`config.mk`:
```
export PLATFORM = sky130hd
export DESIGN_NAME = memwb_reg_flat
export DESIGN_NICKNAME = d
export VERILOG_FILES = /design/src/rtl/memwb_reg_pkg.sv /design/src/rtl/memwb_reg_if.sv /design/src/rtl/memwb_reg_dm_hold.sv /design/src/rtl/memwb_reg.sv /design/src/flat_wrapper.sv
export SDC_FILE = /design/constraint.sdc
export NUM_CORES = 1
export LEC_CHECK = 0
export BUFFER_PORTS_ARGS = -buffer_cell sky130_fd_sc_hd__buf_2
export CORE_AREA = 2 2 154 156
export CTS_BUF_LIST = sky130_fd_sc_hd__clkbuf_4
export DETAILED_ROUTE_END_ITERATION = 8
export DIE_AREA = 0 0 156 158
export GPL_TIMING_DRIVEN = 0
export SLEW_MARGIN = 15
export SYNTH_ARGS = -nofsm -noshare
export SYNTH_HDL_FRONTEND = slang
export SYNTH_SLANG_ARGS = --single-unit
```
`constraint.sdc`:
```
create_clock -name cpu_clk_50M -period 4.2 [get_ports cpu_clk_50M]
set_clock_uncertainty 0.2 [all_clocks]
set_input_delay 0.63 -clock cpu_clk_50M [delete_from_list [all_inputs] [get_ports cpu_clk_50M]]
set_output_delay 0.63 -clock cpu_clk_50M [all_outputs]
set_load 0.02 [all_outputs]
```
`src/rtl/memwb_reg_pkg.sv`:
```
// Shared bus widths and enable constants for the MEM/WB pipeline register.
package memwb_reg_pkg;

    localparam int REG_ADDR_W   = 5;
    localparam int REG_W        = 32;
    localparam int DOUBLE_REG_W = 64;
    localparam int BSEL_W       = 4;

    typedef logic [REG_ADDR_W-1:0]   reg_addr_bus_t;
    typedef logic [REG_W-1:0]        reg_bus_t;
    typedef logic [DOUBLE_REG_W-1:0] double_reg_bus_t;
    typedef logic [BSEL_W-1:0]       bsel_bus_t;

    localparam reg_bus_t ZERO_WORD = 32'h0000_0000;

    localparam logic WRITE_ENABLE   = 1'b1;
    localparam logic WRITE_DISABLE  = 1'b0;
    localparam logic MREG_ENABLE    = 1'b1;
    localparam logic MREG_DISABLE   = 1'b0;
    localparam logic WHILO_ENABLE   = 1'b1;
    localparam logic WHILO_DISABLE  = 1'b0;
    localparam logic CP0_WE_ENABLE  = 1'b1;
    localparam logic CP0_WE_DISABLE = 1'b0;

endpackage

```
`src/rtl/memwb_reg_if.sv`:
```
// MEM-side inputs and WB-side outputs of the MEM/WB register; master = MEM stage, slave = register.
interface memwb_reg_if
    import memwb_reg_pkg::*;
#(
    parameter int DRE_W  = 4,
    parameter int HILO_W = 64,
    parameter int CNT_W  = 32
) ();

    logic              mem_valid;
    reg_addr_bus_t     mem_wa;
    logic              mem_wreg;
    reg_bus_t          mem_dreg;
    logic              mem_mreg;
    logic [DRE_W-1:0]  mem_dre;
    logic              mem_sign;
    logic              mem_whilo;
    logic [HILO_W-1:0] mem_hilo;
    logic              mem_cp0_we;
    reg_addr_bus_t     mem_cp0_waddr;
    reg_bus_t          mem_cp0_wdata;
    reg_bus_t          dm_i;

    logic              wb_valid_o;
    reg_addr_bus_t     wb_wa_o;
    logic              wb_wreg_o;
    reg_bus_t          wb_dreg_o;
    logic              wb_mreg_o;
    logic [DRE_W-1:0]  wb_dre_o;
    logic              wb_sign_o;
    logic              wb_whilo_o;
    logic [HILO_W-1:0] wb_hilo_o;
    logic              wb_cp0_we_o;
    reg_addr_bus_t     wb_cp0_waddr_o;
    reg_bus_t          wb_cp0_wdata_o;
    reg_bus_t          dm_o;
    logic [CNT_W-1:0]  retired_o;

    modport master (
        output mem_valid, mem_wa, mem_wreg, mem_dreg, mem_mreg, mem_dre, mem_sign,
               mem_whilo, mem_hilo, mem_cp0_we, mem_cp0_waddr, mem_cp0_wdata, dm_i,
        input  wb_valid_o, wb_wa_o, wb_wreg_o, wb_dreg_o, wb_mreg_o, wb_dre_o, wb_sign_o,
               wb_whilo_o, wb_hilo_o, wb_cp0_we_o, wb_cp0_waddr_o, wb_cp0_wdata_o,
               dm_o, retired_o
    );

    modport slave (
        input  mem_valid, mem_wa, mem_wreg, mem_dreg, mem_mreg, mem_dre, mem_sign,
               mem_whilo, mem_hilo, mem_cp0_we, mem_cp0_waddr, mem_cp0_wdata, dm_i,
        output wb_valid_o, wb_wa_o, wb_wreg_o, wb_dreg_o, wb_mreg_o, wb_dre_o, wb_sign_o,
               wb_whilo_o, wb_hilo_o, wb_cp0_we_o, wb_cp0_waddr_o, wb_cp0_wdata_o,
               dm_o, retired_o
    );

endinterface

```
`src/rtl/memwb_reg_dm_hold.sv`:
```
// Freezes the synchronous data-RAM read word while write-back is stalled.
module memwb_dm_hold
    import memwb_reg_pkg::*;
(
    input  logic     cpu_clk_50M,
    input  logic     cpu_rst,
    input  logic     flush,
    input  logic     stall_wb,
    input  reg_bus_t dm_i,
    output reg_bus_t dm_o
);

    reg_bus_t buf_d, buf_q;
    logic     hold_d, hold_q;

    // Capture only on the first stalled edge; later stalled edges keep the captured word.
    always_comb begin
        buf_d  = buf_q;
        hold_d = hold_q;
        if (flush) begin
            hold_d = 1'b0;
        end else if (stall_wb) begin
            if (!hold_q) begin
                buf_d  = dm_i;
                hold_d = 1'b1;
            end else begin
                hold_d = 1'b1;
            end
        end else begin
            hold_d = 1'b0;
        end
    end

    // Buffer and hold-flag registers.
    always_ff @(posedge cpu_clk_50M) begin
        if (cpu_rst) begin
            buf_q  <= ZERO_WORD;
            hold_q <= 1'b0;
        end else begin
            buf_q  <= buf_d;
            hold_q <= hold_d;
        end
    end

    assign dm_o = hold_q ? buf_q : dm_i;

endmodule

```
`src/rtl/memwb_reg.sv`:
```
// MEM/WB pipeline register with flush/stall/bubble handling, load-data hold and retire counter.
module memwb_reg
    import memwb_reg_pkg::*;
#(
    parameter int DRE_W  = 4,
    parameter int HILO_W = 64,
    parameter int CNT_W  = 32
) (
    input logic        cpu_clk_50M,
    input logic        cpu_rst,
    input logic        stall_mem,
    input logic        stall_wb,
    input logic        flush,
    memwb_reg_if.slave bus
);

    typedef struct packed {
        logic              valid;
        reg_addr_bus_t     wa;
        logic              wreg;
        reg_bus_t          dreg;
        logic              mreg;
        logic [DRE_W-1:0]  dre;
        logic              sign;
        logic              whilo;
        logic [HILO_W-1:0] hilo;
        logic              cp0_we;
        reg_addr_bus_t     cp0_waddr;
        reg_bus_t          cp0_wdata;
    } wb_payload_t;

    // A bubble has every write enable off so it can never change architectural state.
    localparam wb_payload_t BUBBLE = '{
        valid: 1'b0, wa: 5'd0, wreg: WRITE_DISABLE, dreg: ZERO_WORD,
        mreg: MREG_DISABLE, dre: {DRE_W{1'b0}}, sign: 1'b0,
        whilo: WHILO_DISABLE, hilo: {HILO_W{1'b0}},
        cp0_we: CP0_WE_DISABLE, cp0_waddr: 5'd0, cp0_wdata: ZERO_WORD
    };
    localparam logic [CNT_W-1:0] CNT_ONE = {{(CNT_W-1){1'b0}}, 1'b1};

    wb_payload_t      mem_pay_s, pay_d, pay_q;
    logic [CNT_W-1:0] retired_d, retired_q;
    logic             retire_s;

    assign mem_pay_s = '{
        valid: bus.mem_valid, wa: bus.mem_wa, wreg: bus.mem_wreg, dreg: bus.mem_dreg,
        mreg: bus.mem_mreg, dre: bus.mem_dre, sign: bus.mem_sign,
        whilo: bus.mem_whilo, hilo: bus.mem_hilo,
        cp0_we: bus.mem_cp0_we, cp0_waddr: bus.mem_cp0_waddr, cp0_wdata: bus.mem_cp0_wdata
    };

    // Next payload: flush beats a WB stall, which beats a MEM-only stall.
    always_comb begin
        pay_d = pay_q;
        if (flush) begin
            pay_d = BUBBLE;
        end else if (stall_wb) begin
            pay_d = pay_q;
        end else if (stall_mem) begin
            pay_d = BUBBLE;
        end else begin
            pay_d = mem_pay_s;
        end
    end

    // An instruction retires on the edge it leaves WB unstalled and unflushed.
    always_comb begin
        retire_s  = pay_q.valid & ~stall_wb & ~flush;
        retired_d = retired_q;
        if (retire_s) begin
            retired_d = retired_q + CNT_ONE;
        end else begin
            retired_d = retired_q;
        end
    end

    // Payload and counter registers.
    always_ff @(posedge cpu_clk_50M) begin
        if (cpu_rst) begin
            pay_q     <= BUBBLE;
            retired_q <= {CNT_W{1'b0}};
        end else begin
            pay_q     <= pay_d;
            retired_q <= retired_d;
        end
    end

    memwb_dm_hold u_dm_hold (
        .cpu_clk_50M (cpu_clk_50M),
        .cpu_rst     (cpu_rst),
        .flush       (flush),
        .stall_wb    (stall_wb),
        .dm_i        (bus.dm_i),
        .dm_o        (bus.dm_o)
    );

    assign bus.wb_valid_o     = pay_q.valid;
    assign bus.wb_wa_o        = pay_q.wa;
    assign bus.wb_wreg_o      = pay_q.wreg;
    assign bus.wb_dreg_o      = pay_q.dreg;
    assign bus.wb_mreg_o      = pay_q.mreg;
    assign bus.wb_dre_o       = pay_q.dre;
    assign bus.wb_sign_o      = pay_q.sign;
    assign bus.wb_whilo_o     = pay_q.whilo;
    assign bus.wb_hilo_o      = pay_q.hilo;
    assign bus.wb_cp0_we_o    = pay_q.cp0_we;
    assign bus.wb_cp0_waddr_o = pay_q.cp0_waddr;
    assign bus.wb_cp0_wdata_o = pay_q.cp0_wdata;
    assign bus.retired_o      = retired_q;

endmodule

```
`src/flat_wrapper.sv`:
```
// flat-port wrapper written by rule: the top's interface ports become plain ports
module memwb_reg_flat import memwb_reg_pkg::*;
#(
    parameter int DRE_W  = 4,
    parameter int HILO_W = 64,
    parameter int CNT_W  = 32
)
  (cpu_clk_50M, cpu_rst, stall_mem, stall_wb, flush, bus_mem_valid, bus_mem_wa, bus_mem_wreg, bus_mem_dreg, bus_mem_mreg, bus_mem_dre, bus_mem_sign, bus_mem_whilo, bus_mem_hilo, bus_mem_cp0_we, bus_mem_cp0_waddr, bus_mem_cp0_wdata, bus_dm_i, bus_wb_valid_o, bus_wb_wa_o, bus_wb_wreg_o, bus_wb_dreg_o, bus_wb_mreg_o, bus_wb_dre_o, bus_wb_sign_o, bus_wb_whilo_o, bus_wb_hilo_o, bus_wb_cp0_we_o, bus_wb_cp0_waddr_o, bus_wb_cp0_wdata_o, bus_dm_o, bus_retired_o);
  memwb_reg_if #(.DRE_W(DRE_W), .HILO_W(HILO_W), .CNT_W(CNT_W)) bus_i ();
  input logic cpu_clk_50M;
  input logic cpu_rst;
  input logic stall_mem;
  input logic stall_wb;
  input logic flush;
  input wire logic [$bits(bus_i.mem_valid)-1:0] bus_mem_valid;
  input wire logic [$bits(bus_i.mem_wa)-1:0] bus_mem_wa;
  input wire logic [$bits(bus_i.mem_wreg)-1:0] bus_mem_wreg;
  input wire logic [$bits(bus_i.mem_dreg)-1:0] bus_mem_dreg;
  input wire logic [$bits(bus_i.mem_mreg)-1:0] bus_mem_mreg;
  input wire logic [$bits(bus_i.mem_dre)-1:0] bus_mem_dre;
  input wire logic [$bits(bus_i.mem_sign)-1:0] bus_mem_sign;
  input wire logic [$bits(bus_i.mem_whilo)-1:0] bus_mem_whilo;
  input wire logic [$bits(bus_i.mem_hilo)-1:0] bus_mem_hilo;
  input wire logic [$bits(bus_i.mem_cp0_we)-1:0] bus_mem_cp0_we;
  input wire logic [$bits(bus_i.mem_cp0_waddr)-1:0] bus_mem_cp0_waddr;
  input wire logic [$bits(bus_i.mem_cp0_wdata)-1:0] bus_mem_cp0_wdata;
  input wire logic [$bits(bus_i.dm_i)-1:0] bus_dm_i;
  output wire logic [$bits(bus_i.wb_valid_o)-1:0] bus_wb_valid_o;
  output wire logic [$bits(bus_i.wb_wa_o)-1:0] bus_wb_wa_o;
  output wire logic [$bits(bus_i.wb_wreg_o)-1:0] bus_wb_wreg_o;
  output wire logic [$bits(bus_i.wb_dreg_o)-1:0] bus_wb_dreg_o;
  output wire logic [$bits(bus_i.wb_mreg_o)-1:0] bus_wb_mreg_o;
  output wire logic [$bits(bus_i.wb_dre_o)-1:0] bus_wb_dre_o;
  output wire logic [$bits(bus_i.wb_sign_o)-1:0] bus_wb_sign_o;
  output wire logic [$bits(bus_i.wb_whilo_o)-1:0] bus_wb_whilo_o;
  output wire logic [$bits(bus_i.wb_hilo_o)-1:0] bus_wb_hilo_o;
  output wire logic [$bits(bus_i.wb_cp0_we_o)-1:0] bus_wb_cp0_we_o;
  output wire logic [$bits(bus_i.wb_cp0_waddr_o)-1:0] bus_wb_cp0_waddr_o;
  output wire logic [$bits(bus_i.wb_cp0_wdata_o)-1:0] bus_wb_cp0_wdata_o;
  output wire logic [$bits(bus_i.dm_o)-1:0] bus_dm_o;
  output wire logic [$bits(bus_i.retired_o)-1:0] bus_retired_o;
  assign bus_i.mem_valid = bus_mem_valid;
  assign bus_i.mem_wa = bus_mem_wa;
  assign bus_i.mem_wreg = bus_mem_wreg;
  assign bus_i.mem_dreg = bus_mem_dreg;
  assign bus_i.mem_mreg = bus_mem_mreg;
  assign bus_i.mem_dre = bus_mem_dre;
  assign bus_i.mem_sign = bus_mem_sign;
  assign bus_i.mem_whilo = bus_mem_whilo;
  assign bus_i.mem_hilo = bus_mem_hilo;
  assign bus_i.mem_cp0_we = bus_mem_cp0_we;
  assign bus_i.mem_cp0_waddr = bus_mem_cp0_waddr;
  assign bus_i.mem_cp0_wdata = bus_mem_cp0_wdata;
  assign bus_i.dm_i = bus_dm_i;
  assign bus_wb_valid_o = bus_i.wb_valid_o;
  assign bus_wb_wa_o = bus_i.wb_wa_o;
  assign bus_wb_wreg_o = bus_i.wb_wreg_o;
  assign bus_wb_dreg_o = bus_i.wb_dreg_o;
  assign bus_wb_mreg_o = bus_i.wb_mreg_o;
  assign bus_wb_dre_o = bus_i.wb_dre_o;
  assign bus_wb_sign_o = bus_i.wb_sign_o;
  assign bus_wb_whilo_o = bus_i.wb_whilo_o;
  assign bus_wb_hilo_o = bus_i.wb_hilo_o;
  assign bus_wb_cp0_we_o = bus_i.wb_cp0_we_o;
  assign bus_wb_cp0_waddr_o = bus_i.wb_cp0_waddr_o;
  assign bus_wb_cp0_wdata_o = bus_i.wb_cp0_wdata_o;
  assign bus_dm_o = bus_i.dm_o;
  assign bus_retired_o = bus_i.retired_o;
  memwb_reg #(.DRE_W(DRE_W), .HILO_W(HILO_W), .CNT_W(CNT_W)) u_core (.cpu_clk_50M(cpu_clk_50M), .cpu_rst(cpu_rst), .stall_mem(stall_mem), .stall_wb(stall_wb), .flush(flush), .bus(bus_i));
endmodule
```
* Yosys cells after proc, flatten, opt, wreduce, memory -nomap -nowiden
Cells that the tools add are included.
Storage, ports and cells: bits in registers 213, input bits 185, output and inout port bits 212, logic and storage cells 25
Operators by class: $add $sub $neg 1, multiplexer cells 3, bitwise gates (word level) 4, reduce and logical (&&, ||, !) cells 2
Operators with widths (count):
- 148-bit two-way mux | 1
- 32-bit by 1-bit adder with 32-bit output, second input constant | 1
- 32-bit two-way mux | 1
- 1-bit bitwise AND | 2
- 1-bit NOT | 2
- 2-bit AND reduction | 1
- 2-bit OR reduction | 1
- 1-bit two-way mux | 1

* Logic depth before layout (Yosys ltp)
Gate-level depths: netlist (run 1).
depth in word-level cells 3, depth in mapped cells 7, mapped depth without buffers 5

* By module
A second synthesis (run 1) with hierarchy kept.
Unflattened totals: cells, all modules 842, area total of the unflattened synthesis 8281.7 um^2
By module, submodules not included:
- memwb_reg | times used 1, cells each 664, area each 6394.9 um^2, seq. area each 3603.5 um^2
- memwb_dm_hold | times used 1, cells each 178, area each 1886.8 um^2, seq. area each 660.6 um^2

* Least setup slack after synthesis (run 1)
Ideal clock, no wire load.
path kind input-to-reg, start point input flush, end point register u_core.retired_q[24], in the netlist u_core.bus.retired_o[24], arrival 2.154 ns, path slack 1.775 ns, cell stages on the path 5, cells stage by stage nand4bb_4 or4b_4 buf_6 or4_1 a21oi_1
On the way: cells in the longest elaborated chain, start to end 2
RTL lines:
- from (decl) | RTL line flat_wrapper.sv:14 | input logic flush;
- 1-bit NOT (no line)
- 1-bit bitwise AND | RTL line memwb_reg.sv:68 | retire_s = pay_q.valid & ~stall_wb & ~flush;
- to (signal assigned) | RTL line memwb_reg.sv:81 | retired_q <= {CNT_W{1'b0}};
- to (signal assigned) | RTL line memwb_reg.sv:84 | retired_q <= retired_d;
- to (decl) | RTL line memwb_reg.sv:42 | logic [CNT_W-1:0] retired_d, retired_q;
No other way between the ends. A chain may end at the register's enable or synchronous reset.

* Worst setup path in the final report (run 1)
start point register u_core.u_dm_hold.hold_q, end point output bus_dm_o[20]
On the way: cells in the longest elaborated chain, start to end 1
RTL lines:
- from (decl) | RTL line memwb_reg_dm_hold.sv:14 | logic hold_d, hold_q;
- from (signal assigned) | RTL line memwb_reg_dm_hold.sv:41 | hold_q <= hold_d;
- 32-bit two-way mux
- to (decl) | RTL line flat_wrapper.sv:40 | output wire logic [$bits(bus_i.dm_o)-1:0] bus_dm_o;
No other way between the ends.

==> flow_summary.yaml, run 1 <==
logic_synthesis:
  syn-num-nets: 833
  synth-async-reset-ratio: 0
  yosysUniqueCellTypes: 31
  synth_area_sq_mm: 0.00744
  seq_area_frac_synth: 0.573
  synth_edf_count: 0
  syn_area_per_cell_sq_um: 11.5
  synthCells: 647
  yosys_warnings: 0
  yosys_most_used_dff: "dfxtp_1"
  ys_ff_latch: 213
timing:
  hold_viol_final: 0
  period_share: 0.736
  clock.fmax_mhz: 324
  final.setup.tns_ns: 0
  setup_viol: 0
  drv_slew: 0
  slew_headroom: 0.519
  tightest_slew_ns: 0.722
  rsz0062_at_grt: "false"
  min_period_ns: 3.09
worst_setup_path:
  crit_path_start: "u_core.u_dm_hold.hold_q"
  reg2reg_from: "u_core.bus.wb_valid_o"
  cp.required_ns: 3.37
  crit_arrival_ns: 2.26
  setup.worst_path.end: "bus_dm_o[20]"
  r2r-end: "u_core.bus.retired_o[31]"
  path_class: "flop to output pin"
  path_max_fanout: 10
  crit_path_start_kind: "flop"
  rrSetupSlack_ns: 1.65
  rr_worst_depth: 5
  crit_path_end_kind: "output pin"
floorplan:
  die_y_microns: 158
  die_x_microns: 156
  start_util: 0.323
  die_area_sq_mm: 0.0246
  core-area_sq_mm: 0.0231
  rows: 56
  ios: 397
clock_network:
  numClockSinks: 213
  htreeDepth: 2
  cts_buffers: 56
  cts.hold.buffers_added: 148
  ctsResizeCount: 0
  clock_path_buffers: 3
  clock_latency_ns: 0.64
  cts_root_buf: "clkbuf_4"
  clkSlewWorstSetupHoldPaths_ns: 0.06
  post-cts-setup-buffer-count: 0
  cts_tree: "built"
power:
  pwr_density_cell_mw_per_mm2: 361
  ir_drop_uv: 207
  power_leakage_uw: 0.00563
drt:
  vias: 7539
  detail_route.wirelength_mm: 26.0
  first_pass_iters: 4
  drc: 0
  drt_iter0_markers: 272
  postRouteAntennaNets: 0
  viasPerCell: 4.78
  wl_per_cell_microns: 16.5
final_layout:
  final_net_count: 1435
  finish.utilization: 0.519
  final_cells: 1577
  drive_above_1_share: 0.407
  syn_to_final_growth_pct: 60.7
place:
  dp.cells: 1333
  dp_hpwl_mm: 18.1
  port_buffers: 396
  place.gp.congestion: 0.772
global_route:
  antenna_found_initial: 3
  grt_pass1_vias: 7695
  overflow: 0
  grt_util_all_layers: 0.198
  grt_max_degree: 16
  grt_pass1_wl_mm: 39.0
worst_hold_path:
  hp-class: "primary input to flop"
job:
  maxCapViolations: 0
outcome:
  status: "complete, no violations"
power by group:
group / internal (uW) / switching (uW)
Combinational: 246 / 223
Sequential: 2060 / 22.3
Clock: 925 / 831
Total: 3240 / 1080
worst max-delay path: stages, from the launching register on:
cell	delay [ns]
dfxtp_1	0.32
clkbuf_1	0.21
buf_1	0.51
mux2_2	0.42
buf_2	0.17
how the worst min path moves through the flow:
stage / cells past startpoint / from / to / slack [ns]
detailed placement: 1 / u_core.bus.wb_cp0_wdata_o[24] / u_core.bus.wb_cp0_wdata_o[24] / 0.26
global placement: 1 / u_core.bus.wb_dreg_o[16] / u_core.bus.wb_dreg_o[16] / 0.26
global route: 4 / bus_dm_i[3] / u_core.u_dm_hold.buf_q[3] / 0.14
floorplan: 2 / u_core.u_dm_hold.buf_q[0] / u_core.u_dm_hold.buf_q[0] / 0.25
CTS: 4 / bus_dm_i[2] / u_core.u_dm_hold.buf_q[2] / 0.10
finish: 4 / bus_dm_i[2] / u_core.u_dm_hold.buf_q[2] / 0.17
synth_stat cells (all sizes together) (5+ instances only):
cell type / n / area (sq um)
or4: 13 / 97.6
mux2: 34 / 383
a21oi: 20 / 100
o31ai: 13 / 97.6
o21ai: 7 / 35.0
mux2i: 33 / 330
nand4: 8 / 50.1
a22o: 148 / 1300
nor2: 44 / 165
dfxtp: 213 / 4260
and4: 6 / 52.6
buf: 13 / 60.1
or3: 7 / 43.8
nand3: 8 / 40.0
nand2: 9 / 33.8
clkbuf: 42 / 158
xor2: 5 / 43.8
final cells by class:
class / instances / area, sq um
fill: 2099 / 11100
sequential: 213 / 4260
timing repair buffer: 544 / 3460
multi-input combinational: 375 / 2940
clock buffer: 80 / 601
tap: 290 / 363
buffer: 55 / 218
clock inverter: 11 / 73.8
inverter: 4 / 15.0
antenna: 5 / 12.5
kinds of logic (layout without fill, tap and decap cells):
group	after synthesis	count (layout)	synth area share
DFF	213	213	0.573
AOI/OAI and AO/OA	188	188	0.206
and+or+nand+nor	110	110	0.0819
muxes	67	67	0.0959
buffers and inverters	59	694	0.0313
xor gates and xnor gates	9	9	0.0106
adders and majority gates	1	1	0.00168
other	0	5	0
routing by layer:
| layer | GRT usage | routed length [microns] |
|---|---|---|
| met3 | 0.0652 | 1990 |
| met2 | 0.347 | 12900 |
| met4 | 0.0852 | 816 |
| met1 | 0.220 | 10300 |
| met5 | 0 | 0 |
stage by stage:
step | setup slack [ns] | power, uW | cell area (sq um) | hold slack [ns]
detailed placement | 1.01 | 2490 | 9780 | 0.259
global route | 0.914 | 4520 | 11900 | 0.139
CTS | 0.979 | 4360 | 11900 | 0.103
finish | 1.11 | 4310 | 12000 | 0.168
global placement | 1.02 | 2480 | 9780 | 0.258
floorplan | 1.78 | 2310 | 7440 | 0.254
placed cells by master, fill, tap and decap left out, types with 2 or more instances in the layout:
cell type      synthesis  final
a21oi_1               20     20
a22o_1               148    148
and2_1                 2      2
and4_1                 6      6
buf_1                  9      9
buf_2                  3    399
clkbuf_1              42     42
clkbuf_4               0     80
clkinv_1               0      6
clkinv_2               0      2
dfxtp_1              213    213
diode_2                0      5
dlygate4sd3_1          0    148
inv_1                  4      4
mux2_2                34     34
mux2i_1               33     33
nand2_1                9      9
nand3_1                8      8
nand4_1                8      8
nor2_1                44     44
nor2b_1                3      3
nor3_1                 3      3
nor4_1                 2      2
o21ai_0                7      7
o31ai_1               13     13
or3_1                  7      7
or4_1                 13     13
xnor2_1                4      4
xor2_1                 5      5
flip-flops by register name, summed over array words and instances, names as in the netlist, 4 cells and up:
register,flops
u_core.bus.wb_hilo_o,64
u_core.bus.retired_o,32
u_core.bus.wb_cp0_wdata_o,32
u_core.bus.wb_dreg_o,32
u_core.u_dm_hold.buf_q,32
u_core.bus.wb_cp0_waddr_o,5
u_core.bus.wb_wa_o,5
u_core.bus.wb_dre_o,4
No activity file was read; power rests on OpenSTA's default activity.
==> run 2: changes to the inputs <==
--- a/config.mk
+++ b/config.mk
@@ -6,10 +6,10 @@
 export NUM_CORES = 1
 export LEC_CHECK = 0
 export BUFFER_PORTS_ARGS = -buffer_cell sky130_fd_sc_hd__buf_2
-export CORE_AREA = 2 2 154 156
+export CORE_AREA = 2 2 153 155
 export CTS_BUF_LIST = sky130_fd_sc_hd__clkbuf_4
 export DETAILED_ROUTE_END_ITERATION = 8
-export DIE_AREA = 0 0 156 158
+export DIE_AREA = 0 0 155 157
 export GPL_TIMING_DRIVEN = 0
 export SLEW_MARGIN = 15
 export SYNTH_ARGS = -nofsm -noshare
==> constraint.sdc (replaced) <==
create_clock -name cpu_clk_50M -period 2.5 [get_ports cpu_clk_50M]
set_clock_uncertainty 0.2 [all_clocks]
set_input_delay 0.375 -clock cpu_clk_50M [delete_from_list [all_inputs] [get_ports cpu_clk_50M]]
set_output_delay 0.375 -clock cpu_clk_50M [all_outputs]
set_load 0.02 [all_outputs]
==> run 2 against run 1 <==
  * Wire length is 3.9% higher
  * Largest cell class unchanged
  * Cell count is 1.5% higher
  * Hold slack worse by 0.054 ns
==> flow_summary.yaml, run 2 (synthesis gave the netlist of run 1 again) <==
final_layout:
  final_net_count: 1469
  largest_reg_flops: 64
  final_cell_mix: "buf_2 (400), dfxtp_1 (210), dlygate4sd3_1 (184)"
  layout_commonest_cell: "buf_2"
  nFillCells: 2064
  finish.utilization: 0.547
  antenna_cells: 0
  multi_input_area_sq_mm: 0.00296
  final_cells: 1601
  syn_to_final_growth_pct: 65.5
  regArea_sq_mm: 0.00427
  drive_above_1_share: 0.407
global_route:
  grt_util_all_layers: 0.208
  grt_pass1_wl_mm: 40.8
  overflow: 0
  grt_max_degree: 16
  antenna_found_initial: 0
  grt_pass1_vias: 7791
timing:
  drv_slew: 0
  clock.fmax_mhz: 413
  slew_headroom: 0.508
  hold_viol_final: 0
  period_share: 0.969
  hold_ws_ns: 0.114
  min_period_ns: 2.42
  setup_viol: 0
  tightest_slew_ns: 0.738
  setup_ws_ns: 0.0772
worst_setup_path:
  path_class: "flop to flop"
  cpMaxStageDelayCell: "or4b_4"
  path_cells: "ha_2 > nand4bb_4 > or4b_4 > buf_6 > or4_1 > a21oi_1"
  path_max_fanout: 10
  crit_path_end_kind: "flop"
  crit_arrival_ns: 2.78
  cp.required_ns: 2.86
  cpPeakStageDelay_ns: 0.58
  crit_path_start_kind: "flop"
outcome:
  status: "complete, no violations"
floorplan:
  ios: 397
  die_x_microns: 155
  core-area_sq_mm: 0.0225
  die_area_sq_mm: 0.0243
  rows: 55
  die_y_microns: 157
  start_util: 0.331
drt:
  drc: 0
  detail_route.wirelength_mm: 27.0
  postRouteAntennaNets: 0
  drt_iter0_markers: 267
  vias: 7731
  viasPerCell: 4.83
  first_pass_iters: 4
  wl_per_cell_microns: 16.9
clock_network:
  cts_buffers: 55
  clkSlewWorstSetupHoldPaths_ns: 0.06
  cts_root_buf: "clkbuf_4"
  numClockSinks: 213
  htreeDepth: 2
  post-cts-setup-buffer-count: 0
  clock_latency_ns: 0.63
  cts_tree: "built"
  clock_path_buffers: 3
place:
  dp_hpwl_mm: 18.8
  port_buffers: 396
  dp.cells: 1328
  place.gp.congestion: 0.800
  post-place-ws_ns: -0.323
power:
  power_leakage_uw: 0.00580
  pwr_density_cell_mw_per_mm2: 589
  ir_drop_uv: 326
worst_hold_path:
  hp-class: "primary input to flop"
job:
  maxCapViolations: 0
==> run 2: changes by cell type in the layout (fill, tap and decap cells not counted), moves of 2 or more <==
cell / before / now
buf_4: 0 / 3
buf_1: 9 / 6
clkbuf_1: 42 / 40
clkbuf_4: 80 / 84
diode_2: 5 / 0
dlygate4sd3_1: 148 / 184
dfxtp_1: 213 / 210
clkinv_1: 6 / 1
dfxtp_2: 0 / 3
==> run 2: final timing paths <==
check                           startpoint                        to  slack (ns)  cells past startpoint
setup reg to reg   u_core.bus.retired_o[0]  u_core.bus.retired_o[26]        0.08                      6
setup / recovery   u_core.bus.retired_o[0]  u_core.bus.retired_o[26]        0.08                      6
hold / removal                       flush  u_core.bus.retired_o[19]        0.11                      5
hold reg to reg   u_core.bus.wb_hilo_o[29]  u_core.bus.wb_hilo_o[29]        0.27                      1
==> run 2: final cells by class <==
type | count | share of cell area
plain buffers | 54 | 0.0184
clock buffers | 84 | 0.0512
multi-input cells | 375 | 0.241
inverters | 4 | 0.00122
well taps | 285 | 0.0290
repair buffers | 580 | 0.310
clock inverters | 6 | 0.00264
flip-flops and latches | 213 | 0.347
==> run 2: power breakdown <==
part           switching, uW  internal (uW)
registers               38.3           3470
logic                    387            452
clock network           1400           1510
total                   1820           5430
==> run 2: metrics by stage <==
step | TNS, ns | instance area, sq um | power [uW]
finish | 0 | 12300 | 7250
global placement | -30.17 | 9780 | 4170
floorplan | 0 | 7440 | 3890
global route | -0.00243 | 12300 | 7580
CTS | 0 | 12300 | 7350
detailed placement | -26.89 | 9780 | 4180
==> run 2: critical path, delay by kind of cell (launching register included) <==
kind	cells	cell delay, ns
AO/OA/AOI/OAI	1	0.16
flip-flops	1	0.37
AND/OR/NAND/NOR	3	1.24
adder cells (fa/ha/maj)	1	0.21
buffers and inverters	1	0.17
==> run 2: repair_timing <==
action	CTS	global route
endpoints found under the setup margin	43	130
gates cloned	0	0
hold buffers	184	0
endpoints found under the hold margin	190	0
gates resized for setup	10	5
==> run 2: routing by layer <==
metal | global-route usage | vias up | routed length (microns)
met2 | 0.363 | 360 | 13100
met5 | 0 | - | 0
met1 | 0.230 | 3568 | 10500
met4 | 0.110 | 0 | 1280
li1 | - | 3715 | -
met3 | 0.0617 | 88 | 2110
==> run 3: changes to the inputs <==
--- a/config.mk
+++ b/config.mk
@@ -11,6 +11,7 @@
 export DETAILED_ROUTE_END_ITERATION = 8
 export DIE_AREA = 0 0 155 157
 export GPL_TIMING_DRIVEN = 0
+export RECOVER_POWER = 100
 export SLEW_MARGIN = 15
 export SYNTH_ARGS = -nofsm -noshare
 export SYNTH_HDL_FRONTEND = slang
==> run 3 against run 2 <==
  * Non-clock buffer count did not move
  * Wire length rose by 0.47%
  * Die area did not move
  * Sequential power barely moved
  * Critical path type unchanged
  * Largest cell class unchanged
  * Highest routed layer unchanged
==> flow_summary.yaml, run 3 (synthesis gave the netlist of run 1 again) <==
outcome:
  status: "complete, no violations"
power:
  ir_drop_uv: 326
  swShare: 0.252
  power.internal_uw: 5410
  combPwrFrac: 0.114
  power.share.clock: 0.402
  switching_power_uw: 1830
  total_power_uw: 7240
  pwr_density_cell_mw_per_mm2: 599
  p_seq_frac: 0.485
  power_leakage_uw: 0.00502
timing:
  setup_ws_ns: 0.0686
  slew_headroom: 0.504
  hold_viol_final: 0
  tightest_slew_ns: 0.743
  period_share: 0.973
  drv_slew: 0
  setup_viol: 0
  min_period_ns: 2.43
  clock.fmax_mhz: 411
final_layout:
  drive_above_1_share: 0.265
  syn_to_final_growth_pct: 62.5
  antenna_cells: 0
  nFillCells: 2154
  final_net_count: 1469
  final_cells: 1601
  largest_reg_flops: 64
  final_cell_mix: "clkbuf_1 (222), dfxtp_1 (210), buf_2 (204)"
  layout_commonest_cell: "clkbuf_1"
clock_network:
  cts_tree: "built"
  numClockSinks: 213
  cts_root_buf: "clkbuf_4"
  htreeDepth: 2
  cts_buffers: 55
  clock_path_buffers: 3
  clock_latency_ns: 0.64
  clkSlewWorstSetupHoldPaths_ns: 0.06
floorplan:
  start_util: 0.331
  ios: 397
  core-area_sq_mm: 0.0225
  die_area_sq_mm: 0.0243
  rows: 55
  die_x_microns: 155
  die_y_microns: 157
place:
  place.gp.congestion: 0.800
  port_buffers: 396
  post-place-ws_ns: -0.323
  dp.cells: 1328
  dp_hpwl_mm: 18.8
drt:
  postRouteAntennaNets: 0
  vias: 7742
  first_pass_iters: 4
  wl_per_cell_microns: 17.0
  met1_length_mm: 10.7
  drc: 0
  detail_route.wirelength_mm: 27.1
  top_layer: "met4"
  wl_met3_mm: 2.02
  routed-wl-met2_mm: 13.2
  viasPerCell: 4.84
  drt_iter0_markers: 290
worst_setup_path:
  path_class: "flop to flop"
  reg2reg_from: "u_core.bus.retired_o[0]"
  cp.required_ns: 2.86
  path_cells: "ha_2 > nand4bb_4 > or4b_4 > buf_6 > or4_1 > a21oi_1"
  cp_top_family: "simple AND/OR/NAND/NOR gates"
  rr_worst_depth: 6
  crit_path_start: "u_core.bus.retired_o[0]"
  crit_path_end_kind: "flop"
  crit_arrival_ns: 2.79
  cpMaxStageDelayCell: "or4b_4"
  path_max_fanout: 10
  path_buf_inv: 1
  crit_path_start_kind: "flop"
  cpPeakStageDelay_ns: 0.58
  cp_num_cells: 6
worst_hold_path:
  min_from: "flush"
  whs_path_depth: 5
  hp-class: "primary input to flop"
job:
  maxCapViolations: 0
global_route:
  grt_pass1_wl_mm: 40.8
  grt_util_all_layers: 0.208
  grt_max_degree: 16
  overflow: 0
  grt_pass1_vias: 7791
  antenna_found_initial: 0
## run 3: changes by cell type in the layout (fill, tap and decap cells not counted), sizes merged
cell / delta
clkbuf: +200
buf: -200
## run 3: layout make-up
type	count	area [sq um]	area share
tap	285	357	0.0295
sequential	213	4270	0.353
clock buffer	84	631	0.0522
buffer	54	226	0.0187
timing repair buffer	580	3600	0.298
inverter	4	15.0	0.00124
multi-input combinational	375	2960	0.245
clock inverter	6	32.5	0.00269
## run 3: worst reg2reg max path: stages (launching register included)
cell and delay [ns]:
dfxtp_2 0.37, ha_2 0.21, nand4bb_4 0.15, or4b_4 0.58, buf_6 0.17, or4_1 0.51, a21oi_1 0.17
## run 3: metrics by stage
step | area (sq um) | TNS (ns) | util | hold slack (ns)
2_1_floorplan | 7440 | 0 | - | 0.254
3_3_place_gp | 9780 | -30.17 | 0.435 | 0.257
3_5_place_dp | 9780 | -26.89 | 0.435 | 0.259
4_1_cts | 12300 | 0 | 0.547 | 0.0195
5_1_grt | 12100 | -0.00246 | 0.537 | 0.0701
6_report | 12100 | 0 | 0.537 | 0.0975
## run 3: routing by layer
metal / global-route usage / up-vias
met5: 0 / -
met4: 0.110 / 0
met3: 0.0617 / 76
met2: 0.363 / 344
met1: 0.230 / 3602
li1: - / 3720
## run 3: timing repair
| item | 4_1_cts | 5_1_grt |
|---|---|---|
| setup buffers | 0 | 0 |
| resized for setup | 10 | 5 |
| endpoints found under the hold margin | 190 | 0 |
| hold buffers | 184 | 0 |
| cloned | 0 | 0 |
| endpoints found under the setup margin | 43 | 130 |
## run 3: worst paths after layout
path | end | slack (ns)
setup / recovery | u_core.bus.retired_o[26] | 0.07
hold / removal | u_core.bus.retired_o[19] | 0.1
setup reg to reg | u_core.bus.retired_o[26] | 0.07
hold reg to reg | u_core.bus.wb_dreg_o[4] | 0.28
## run 3: power by group through the flow
stage | combinational [uW] | clock, uW | sequential (uW)
after floorplan | 251 | 0 | 3640
after global placement | 597 | 0 | 3580
after detailed placement | 602 | 0 | 3580
after CTS | 830 | 3010 | 3500
after global routing | 881 | 3180 | 3510
final | 823 | 2910 | 3510
